<file path="src/rtl/ray_dispatcher_if.sv">
// ray_dispatcher_if
//   Result stream from ray_dispatcher to the downstream shader/writer.
//   One record per pixel, transferred on a valid/ready handshake.
//
//   o_res_valid      record valid (dispatcher -> downstream)
//   i_res_ready      downstream ready (downstream -> dispatcher)
//   o_res_x/o_res_y  pixel coordinates of the record
//   o_res_hit        hit flag
//   o_res_t          nearest t, 32'h7fffffff on miss
//   o_res_tri_index  index of the nearest triangle, 0 on miss
//
//   master: the dispatcher side, slave: the consumer side.
interface ray_dispatcher_if #(
  parameter int DIM_W = 16
);
  logic             o_res_valid;
  logic             i_res_ready;
  logic [DIM_W-1:0] o_res_x;
  logic [DIM_W-1:0] o_res_y;
  logic             o_res_hit;
  logic [31:0]      o_res_t;
  logic [31:0]      o_res_tri_index;

  modport master (
    output o_res_valid, o_res_x, o_res_y, o_res_hit, o_res_t, o_res_tri_index,
    input  i_res_ready
  );

  modport slave (
    input  o_res_valid, o_res_x, o_res_y, o_res_hit, o_res_t, o_res_tri_index,
    output i_res_ready
  );
endinterface

</file>
<file path="src/rtl/ray_dispatcher.sv">
// ray_dispatcher
//   Per-frame ray source in front of tri_insector. Walks a width x height
//   pixel grid in raster order (x fastest), forms one primary ray per pixel
//   by additive stepping of the direction vector, hands it to tri_insector,
//   waits for the result and forwards a per-pixel hit record downstream.
//
//   i_clk, i_rstn      clock, synchronous active-low reset
//   i_start            frame start, accepted only while idle
//   i_width/i_height   frame size, latched on accepted start
//   i_tri_cnt          triangle count, latched on accepted start
//   i_eye/i_base       ray origin / direction of pixel (0,0), {z,y,x}
//   i_du/i_dv          direction step per +x / per +y, {z,y,x}
//   o_ins_valid        one-cycle issue pulse to tri_insector
//   o_ins_ray          {direction, origin} presented to tri_insector
//   o_ins_tri_cnt      triangle count presented to tri_insector
//   i_ins_*            tri_insector finish level and result
//   res                result record stream (ray_dispatcher_if.master)
//   o_busy             high whenever not idle
//   o_done             one-cycle pulse when a frame completes
//
//   Vector arithmetic is per-component 32-bit two's complement with
//   wrap-around; FRA_BITS only documents the fixed-point interpretation.
module ray_dispatcher #(
  parameter int DIM_W    = 16,
  parameter int FRA_BITS = 16
) (
  input  logic               i_clk,
  input  logic               i_rstn,
  input  logic               i_start,
  input  logic [DIM_W-1:0]   i_width,
  input  logic [DIM_W-1:0]   i_height,
  input  logic [31:0]        i_tri_cnt,
  input  logic [95:0]        i_eye,
  input  logic [95:0]        i_base,
  input  logic [95:0]        i_du,
  input  logic [95:0]        i_dv,
  output logic               o_ins_valid,
  output logic [191:0]       o_ins_ray,
  output logic [31:0]        o_ins_tri_cnt,
  input  logic               i_ins_finish,
  input  logic               i_ins_hit,
  input  logic [31:0]        i_ins_t,
  input  logic [31:0]        i_ins_tri_index,
  ray_dispatcher_if.master   res,
  output logic               o_busy,
  output logic               o_done
);

  localparam logic [31:0] MISS_T = 32'h7fff_ffff;

  if (FRA_BITS < 0 || FRA_BITS > 31) begin : g_fra_bits_check
    $error("ray_dispatcher: FRA_BITS must be in 0..31");
  end

  typedef enum logic [2:0] {
    IDLE,
    ISSUE,
    WAIT_CLR,
    WAIT_FIN,
    EMIT
  } state_t;

  state_t state_q, state_d;

  logic [DIM_W-1:0] width_q, height_q;
  logic [DIM_W-1:0] x_q, y_q;
  logic [31:0]      tri_cnt_q;
  logic [95:0]      eye_q, du_q, dv_q;
  logic [95:0]      row_dir_q, cur_dir_q;
  logic             hit_q;
  logic [31:0]      t_q, idx_q;
  logic             done_q;

  logic             dims_ok;
  logic [DIM_W:0]   x_inc, y_inc;
  logic             more_x, more_y;

  // Per-component wrap-around add of two {z,y,x} vectors.
  function automatic logic [95:0] add3(input logic [95:0] a, input logic [95:0] b);
    add3 = {a[95:64] + b[95:64], a[63:32] + b[63:32], a[31:0] + b[31:0]};
  endfunction

  // One extra bit keeps x+1 / y+1 from wrapping when the frame spans the
  // full counter range.
  assign dims_ok = (i_width != '0) && (i_height != '0);
  assign x_inc   = {1'b0, x_q} + {{DIM_W{1'b0}}, 1'b1};
  assign y_inc   = {1'b0, y_q} + {{DIM_W{1'b0}}, 1'b1};
  assign more_x  = x_inc < {1'b0, width_q};
  assign more_y  = y_inc < {1'b0, height_q};

  // State register.
  always_ff @(posedge i_clk) begin
    if (!i_rstn) state_q <= IDLE;
    else         state_q <= state_d;
  end

  // Next-state logic. A zero triangle count bypasses tri_insector entirely,
  // since issuing to it with no triangles would underflow its counter.
  // WAIT_CLR exists because tri_insector's finish is still high from the
  // previous ray for one cycle after the issue pulse.
  always_comb begin
    state_d = state_q;
    case (state_q)
      IDLE: begin
        if (i_start && dims_ok) state_d = (i_tri_cnt == '0) ? EMIT : ISSUE;
      end
      ISSUE:    state_d = WAIT_CLR;
      WAIT_CLR: state_d = WAIT_FIN;
      WAIT_FIN: begin
        if (i_ins_finish) state_d = EMIT;
      end
      EMIT: begin
        if (res.i_res_ready) begin
          if (!more_x && !more_y)     state_d = IDLE;
          else if (tri_cnt_q == '0)   state_d = EMIT;
          else                        state_d = ISSUE;
        end
      end
      default: state_d = IDLE;
    endcase
  end

  // State-decoded outputs.
  always_comb begin
    o_ins_valid     = (state_q == ISSUE);
    res.o_res_valid = (state_q == EMIT);
    o_busy          = (state_q != IDLE);
  end

  // Frame parameters, pixel walk, direction stepping and result capture.
  // The row direction is kept separately so each new row restarts from the
  // row origin rather than accumulating width*du drift.
  always_ff @(posedge i_clk) begin
    if (!i_rstn) begin
      width_q   <= '0;
      height_q  <= '0;
      tri_cnt_q <= '0;
      eye_q     <= '0;
      du_q      <= '0;
      dv_q      <= '0;
      row_dir_q <= '0;
      cur_dir_q <= '0;
      x_q       <= '0;
      y_q       <= '0;
      hit_q     <= 1'b0;
      t_q       <= '0;
      idx_q     <= '0;
      done_q    <= 1'b0;
    end else begin
      done_q <= 1'b0;
      case (state_q)
        IDLE: begin
          if (i_start) begin
            if (dims_ok) begin
              width_q   <= i_width;
              height_q  <= i_height;
              tri_cnt_q <= i_tri_cnt;
              eye_q     <= i_eye;
              du_q      <= i_du;
              dv_q      <= i_dv;
              row_dir_q <= i_base;
              cur_dir_q <= i_base;
              x_q       <= '0;
              y_q       <= '0;
              if (i_tri_cnt == '0) begin
                hit_q <= 1'b0;
                t_q   <= MISS_T;
                idx_q <= '0;
              end
            end else begin
              done_q <= 1'b1;
            end
          end
        end
        WAIT_FIN: begin
          if (i_ins_finish) begin
            hit_q <= i_ins_hit;
            t_q   <= i_ins_t;
            idx_q <= i_ins_tri_index;
          end
        end
        EMIT: begin
          if (res.i_res_ready) begin
            if (more_x) begin
              x_q       <= x_inc[DIM_W-1:0];
              cur_dir_q <= add3(cur_dir_q, du_q);
            end else if (more_y) begin
              x_q       <= '0;
              y_q       <= y_inc[DIM_W-1:0];
              row_dir_q <= add3(row_dir_q, dv_q);
              cur_dir_q <= add3(row_dir_q, dv_q);
            end else begin
              done_q <= 1'b1;
            end
          end
        end
        default: ;
      endcase
    end
  end

  assign o_ins_ray           = {cur_dir_q, eye_q};
  assign o_ins_tri_cnt       = tri_cnt_q;
  assign o_done              = done_q;
  assign res.o_res_x         = x_q;
  assign res.o_res_y         = y_q;
  assign res.o_res_hit       = hit_q;
  assign res.o_res_t         = t_q;
  assign res.o_res_tri_index = idx_q;

endmodule

</file>
<file path="src/flat_wrapper.sv">
// flat-port wrapper written by rule: the top's interface ports become plain ports
module ray_dispatcher_flat 
#(
  parameter int DIM_W    = 16,
  parameter int FRA_BITS = 16
)
  (i_clk, i_rstn, i_start, i_width, i_height, i_tri_cnt, i_eye, i_base, i_du, i_dv, o_ins_valid, o_ins_ray, o_ins_tri_cnt, i_ins_finish, i_ins_hit, i_ins_t, i_ins_tri_index, o_busy, o_done, res_o_res_valid, res_o_res_x, res_o_res_y, res_o_res_hit, res_o_res_t, res_o_res_tri_index, res_i_res_ready);
  ray_dispatcher_if #(.DIM_W(DIM_W)) res_i ();
  input  logic i_clk;
  input  logic i_rstn;
  input  logic i_start;
  input  logic [DIM_W-1:0] i_width;
  input  logic [DIM_W-1:0] i_height;
  input  logic [31:0] i_tri_cnt;
  input  logic [95:0] i_eye;
  input  logic [95:0] i_base;
  input  logic [95:0] i_du;
  input  logic [95:0] i_dv;
  output logic o_ins_valid;
  output logic [191:0] o_ins_ray;
  output logic [31:0] o_ins_tri_cnt;
  input  logic i_ins_finish;
  input  logic i_ins_hit;
  input  logic [31:0] i_ins_t;
  input  logic [31:0] i_ins_tri_index;
  output logic o_busy;
  output logic o_done;
  output wire logic [$bits(res_i.o_res_valid)-1:0] res_o_res_valid;
  output wire logic [$bits(res_i.o_res_x)-1:0] res_o_res_x;
  output wire logic [$bits(res_i.o_res_y)-1:0] res_o_res_y;
  output wire logic [$bits(res_i.o_res_hit)-1:0] res_o_res_hit;
  output wire logic [$bits(res_i.o_res_t)-1:0] res_o_res_t;
  output wire logic [$bits(res_i.o_res_tri_index)-1:0] res_o_res_tri_index;
  input wire logic [$bits(res_i.i_res_ready)-1:0] res_i_res_ready;
  assign res_o_res_valid = res_i.o_res_valid;
  assign res_o_res_x = res_i.o_res_x;
  assign res_o_res_y = res_i.o_res_y;
  assign res_o_res_hit = res_i.o_res_hit;
  assign res_o_res_t = res_i.o_res_t;
  assign res_o_res_tri_index = res_i.o_res_tri_index;
  assign res_i.i_res_ready = res_i_res_ready;
  ray_dispatcher #(.DIM_W(DIM_W), .FRA_BITS(FRA_BITS)) u_core (.i_clk(i_clk), .i_rstn(i_rstn), .i_start(i_start), .i_width(i_width), .i_height(i_height), .i_tri_cnt(i_tri_cnt), .i_eye(i_eye), .i_base(i_base), .i_du(i_du), .i_dv(i_dv), .o_ins_valid(o_ins_valid), .o_ins_ray(o_ins_ray), .o_ins_tri_cnt(o_ins_tri_cnt), .i_ins_finish(i_ins_finish), .i_ins_hit(i_ins_hit), .i_ins_t(i_ins_t), .i_ins_tri_index(i_ins_tri_index), .res(res_i), .o_busy(o_busy), .o_done(o_done));
endmodule
</file>
<file path="config.mk">
export PLATFORM = sky130hd
export DESIGN_NAME = ray_dispatcher_flat
export DESIGN_NICKNAME = d
export VERILOG_FILES = /design/src/rtl/ray_dispatcher_if.sv /design/src/rtl/ray_dispatcher.sv /design/src/flat_wrapper.sv
export SDC_FILE = /design/constraint.sdc
export NUM_CORES = 2
export LEC_CHECK = 0
export CORE_AREA = 2 2 330 332
export DETAILED_ROUTE_END_ITERATION = 10
export DIE_AREA = 0 0 332 334
export MAX_ROUTING_LAYER = met4
export SYNTH_ARGS = -nofsm -noshare
export SYNTH_HDL_FRONTEND = slang
export SYNTH_SLANG_ARGS = --single-unit
</file>
<file path="constraint.sdc">
create_clock -name i_clk -period 10.1 [get_ports i_clk]
set_clock_uncertainty 0.05 [all_clocks]
set_input_delay 2.02 -clock i_clk [delete_from_list [all_inputs] [get_ports i_clk]]
set_output_delay 2.02 -clock i_clk [all_outputs]
set_load 0.01 [all_outputs]
</file>
==> out/results.ini <==
[status]
outcome = finished, final reports clean

[drt]
drtPass1Iterations = 6
routed_wl_per_cell_um = 22.5
final_antenna_net_count = 0
drtIter0Drc = 3008
drt_drc_violations_left = 0
vias_per_cell = 5.44
via_count = 37500
detailed_route_wl_um = 155000

[logic_synthesis]
netlist-cell-type-count = 92
synthesis.area_per_instance_um2 = 7.52
ys.flop_type = sky130_fd_sc_hd__dfxtp_1
synth_top_cell_area_share = 0.361
synth_seq_cells = 645
synth-warning-count = 0
synthTopCellsByArea = sky130_fd_sc_hd__dfxtp_1 (36%), sky130_fd_sc_hd__nand2_1 (11%), sky130_fd_sc_hd__a21oi_1 (10%), sky130_fd_sc_hd__ha_1 (7.6%), sky130_fd_sc_hd__nor2_1 (3.4%)
post-synth-top-area-cell = sky130_fd_sc_hd__dfxtp_1
mappedNetlistNets = 5496
synth_compound_gate_area_share = 0.246
synth_cells = 4754
synthAdderAreaFrac = 0.0797
asyncSetResetFlopFracSynth = 0
post_synth_instance_area_mm2 = 0.0357
muxShareOfSynthArea = 0.00368
yosys.area_share.xor_xnor = 0.0444
synth_edf_count = 0
main_combinational_cell_family_by_area_after_synthesis = compound AO/OA/AOI/OAI gates
synth-seq-area-share = 0.361
synth-simple-area-share = 0.220

[critical_path]
timing.critical_path.to_type = flip-flop
critPathRequiredTime_ps = 10550
criticalPathCategory = reg -> reg
signal_arrival_time_at_the_worst_endpoint_ps = 6160
critPathLaunchType = flip-flop
crit_path_max_fanout = 103

[global_routing]
grt.total_usage = 0.274
grt_antenna_before_repair = 30
global_route_wire_length_before_repair_um = 226000
number_of_global_route_vias_before_repair = 35100
grt-ovfl-total = 0
grt_max_degree = 209

[clock_network]
cts_tree = done
clk-insertion-delay-late_ps = 660
holdBufCountCts = 0
post-cts-setup-buffer-count = 0
htreeDepth = 3
cts_buffers = 80
clockRootBuffer = sky130_fd_sc_hd__clkbuf_16
post_cts.resized_instances = 0
clock_sinks = 645
clock_tree.buffer_depth = 3
path_clk_slew_ps = 60

[timing]
worst_hold_slack_ps = 401
grt_setup_unrepaired = false
period_minus_slack_ps = 5710
timing.max_slew.rel_slack = 0.176
finalHoldViolCount = 0
max_freq_ghz = 0.175
timing_max_transition_violations_final = 0
fin_tns_setup_ps = 0
timing.final.setup_violations = 0
min_period_over_period = 0.566
max_slew.worst_pin.slew_ps = 1230

[final_layout]
area_delta_synth_final_pct = 33.9
post_route_cells_drive_above_1_share = 0.0393
fillerInstances = 11000
nets = 6144

[pwr]
pwr-share-comb = 0.277
sequentialPowerShare = 0.362
static-leakage-power_nw = 18.6
powerDensity_mw_per_mm2 = 175
pwr-share-clk = 0.361
internal-power_mw = 5.53
worst_ir_drop_on_vdd_mv = 0.119
switching_share = 0.338
total_switching_power_mw = 2.83

[die]
die_w_um = 332
floorplan.die_area_mm2 = 0.111
start_util = 0.332
pin_count = 843
placementRows = 121
chipHeight_um = 334
core_area_mm2 = 0.108

[placement]
gp_congestion = 0.926
portBuffers = 842
hpwlAfterDp_um = 116000

[worst_hold_path]
worstHoldPathType = reg -> reg

[flow_run]
max-cap-violations = 0

## metal layers
metal / global-route usage / routed length, µm / vias to the layer above
met5: - / 0 / -
met4: 0.0846 / 4650 / 0
met3: 0.0621 / 12200 / 209
met2: 0.439 / 71700 / 1469
met1: 0.343 / 66400 / 17800
li1: - / - / 18100
## cell type report
class	count	area [µm²]	share of cell area
diodes	21	52.6	0.00110
clock buffers	114	2380	0.0498
clock inverters	30	352	0.00735
inverters	90	348	0.00727
multi-input cells	3712	21300	0.445
flip-flops and latches	645	12900	0.270
well taps	1414	1770	0.0370
repair buffers	873	8710	0.182
## registers in the layout, summed over array words and instances, names as in the netlist
register                    flops
u_core.dv_q                    96
u_core.res.o_res_y             16
u_core.state_q                  3
u_core.res.o_res_tri_index     32
u_core.res.o_res_t             32
u_core.res.o_res_x             16
u_core.res.o_res_hit            1
u_core.row_dir_q               96
u_core.cur_dir_q               96
u_core.eye_q                   96
u_core.o_done                   1
u_core.o_ins_tri_cnt           32
u_core.height_q                16
u_core.width_q                 16
u_core.du_q                    96
## critical path, stage by stage, from the launching register on
cell                       delay [ps]
sky130_fd_sc_hd__dfxtp_1          410
sky130_fd_sc_hd__ha_1             260
sky130_fd_sc_hd__nand3_1          220
sky130_fd_sc_hd__inv_1            150
sky130_fd_sc_hd__nand3_1          120
sky130_fd_sc_hd__nor2_1           220
sky130_fd_sc_hd__nand3_1          190
sky130_fd_sc_hd__xnor2_1          180
sky130_fd_sc_hd__ha_1             320
sky130_fd_sc_hd__a21o_1           180
sky130_fd_sc_hd__a21o_1           190
sky130_fd_sc_hd__a221oi_2         170
sky130_fd_sc_hd__o211ai_1         220
sky130_fd_sc_hd__or2_2            410
sky130_fd_sc_hd__nand2b_1         210
sky130_fd_sc_hd__nand2_4          560
sky130_fd_sc_hd__buf_4            930
sky130_fd_sc_hd__o21ai_0          210
sky130_fd_sc_hd__a21oi_1          210
sky130_fd_sc_hd__nor2_1            50
## cell usage in the layout (no fill, tap or decap), drive strengths merged, types with 35 or more instances in the layout
cell / n
and3: 36
inv: 92
a31oi: 40
xnor2: 103
nor2: 329
xor2: 78
clkbuf: 114
a21o: 100
nand3: 126
ha: 218
nand4: 44
a21oi: 719
o211ai: 57
nand2: 1036
nor3: 119
nor4: 35
dfxtp: 645
a211oi: 57
o21ai: 250
clkdlybuf4s50: 841
## Yosys cell counts (19+ instances only)
cell                       count
sky130_fd_sc_hd__a211oi_1     57
sky130_fd_sc_hd__a21o_1      100
sky130_fd_sc_hd__a21oi_1     718
sky130_fd_sc_hd__a221oi_1     19
sky130_fd_sc_hd__a311oi_1     23
sky130_fd_sc_hd__a31oi_1      40
sky130_fd_sc_hd__and3_1       36
sky130_fd_sc_hd__buf_2        63
sky130_fd_sc_hd__clkbuf_1    222
sky130_fd_sc_hd__dfxtp_1     645
sky130_fd_sc_hd__ha_1        218
sky130_fd_sc_hd__inv_1        89
sky130_fd_sc_hd__nand2_1    1036
sky130_fd_sc_hd__nand2b_1     32
sky130_fd_sc_hd__nand3_1     124
sky130_fd_sc_hd__nand4_1      44
sky130_fd_sc_hd__nor2_1      326
sky130_fd_sc_hd__nor2b_1      24
sky130_fd_sc_hd__nor3_1      119
sky130_fd_sc_hd__nor4_1       35
sky130_fd_sc_hd__o211ai_1     55
sky130_fd_sc_hd__o21a_1       25
sky130_fd_sc_hd__o21ai_0     239
sky130_fd_sc_hd__o21bai_1     19
sky130_fd_sc_hd__xnor2_1     103
sky130_fd_sc_hd__xor2_1       78
## power groups by stage
stage | logic, mW | registers, mW | clock network [mW]
finish | 2.32 | 3.03 | 3.02
CTS | 2.31 | 3.03 | 3.09
detailed placement | 2.30 | 3.08 | 0
global route | 2.53 | 3.05 | 3.17
floorplan | 1.33 | 3.03 | 0
global placement | 2.28 | 3.08 | 0
## path summary, 6_finish.rpt
kind | to | cells past startpoint | slack, ps | startpoint
hold reg to reg | u_core.res.o_res_hit | 2 | 400 | u_core.res.o_res_hit
setup / recovery | u_core.res.o_res_y[13] | 19 | 4390 | u_core.res.o_res_y[0]
hold / removal | u_core.res.o_res_hit | 2 | 400 | u_core.res.o_res_hit
setup reg to reg | u_core.res.o_res_y[13] | 19 | 4390 | u_core.res.o_res_y[0]
## cell families (layout without fill, tap and decap cells)
logic type	after synthesis	after routing
multiplexers	13	13
flip-flops	645	645
other	0	21
AO/OA/AOI/OAI	1452	1452
XOR/XNOR	181	181
AND/OR/NAND/NOR	1842	1842
buffers and inverters	397	1107
adder cells (fa/ha/maj)	224	224
## per-stage QoR
step | util | instances | area [µm²] | power, mW | setup WS, ps
after floorplan | - | 4754 | 35700 | 4.37 | 6130
after global placement | 0.418 | 6734 | 45000 | 5.36 | 4420
after detailed placement | 0.418 | 6734 | 45000 | 5.38 | 4370
after CTS | 0.443 | 6878 | 47800 | 8.42 | 4420
after global routing | 0.444 | 6897 | 47800 | 8.76 | 3850
final | 0.444 | 6899 | 47800 | 8.37 | 4390
Power figures use the tool's default switching activity.
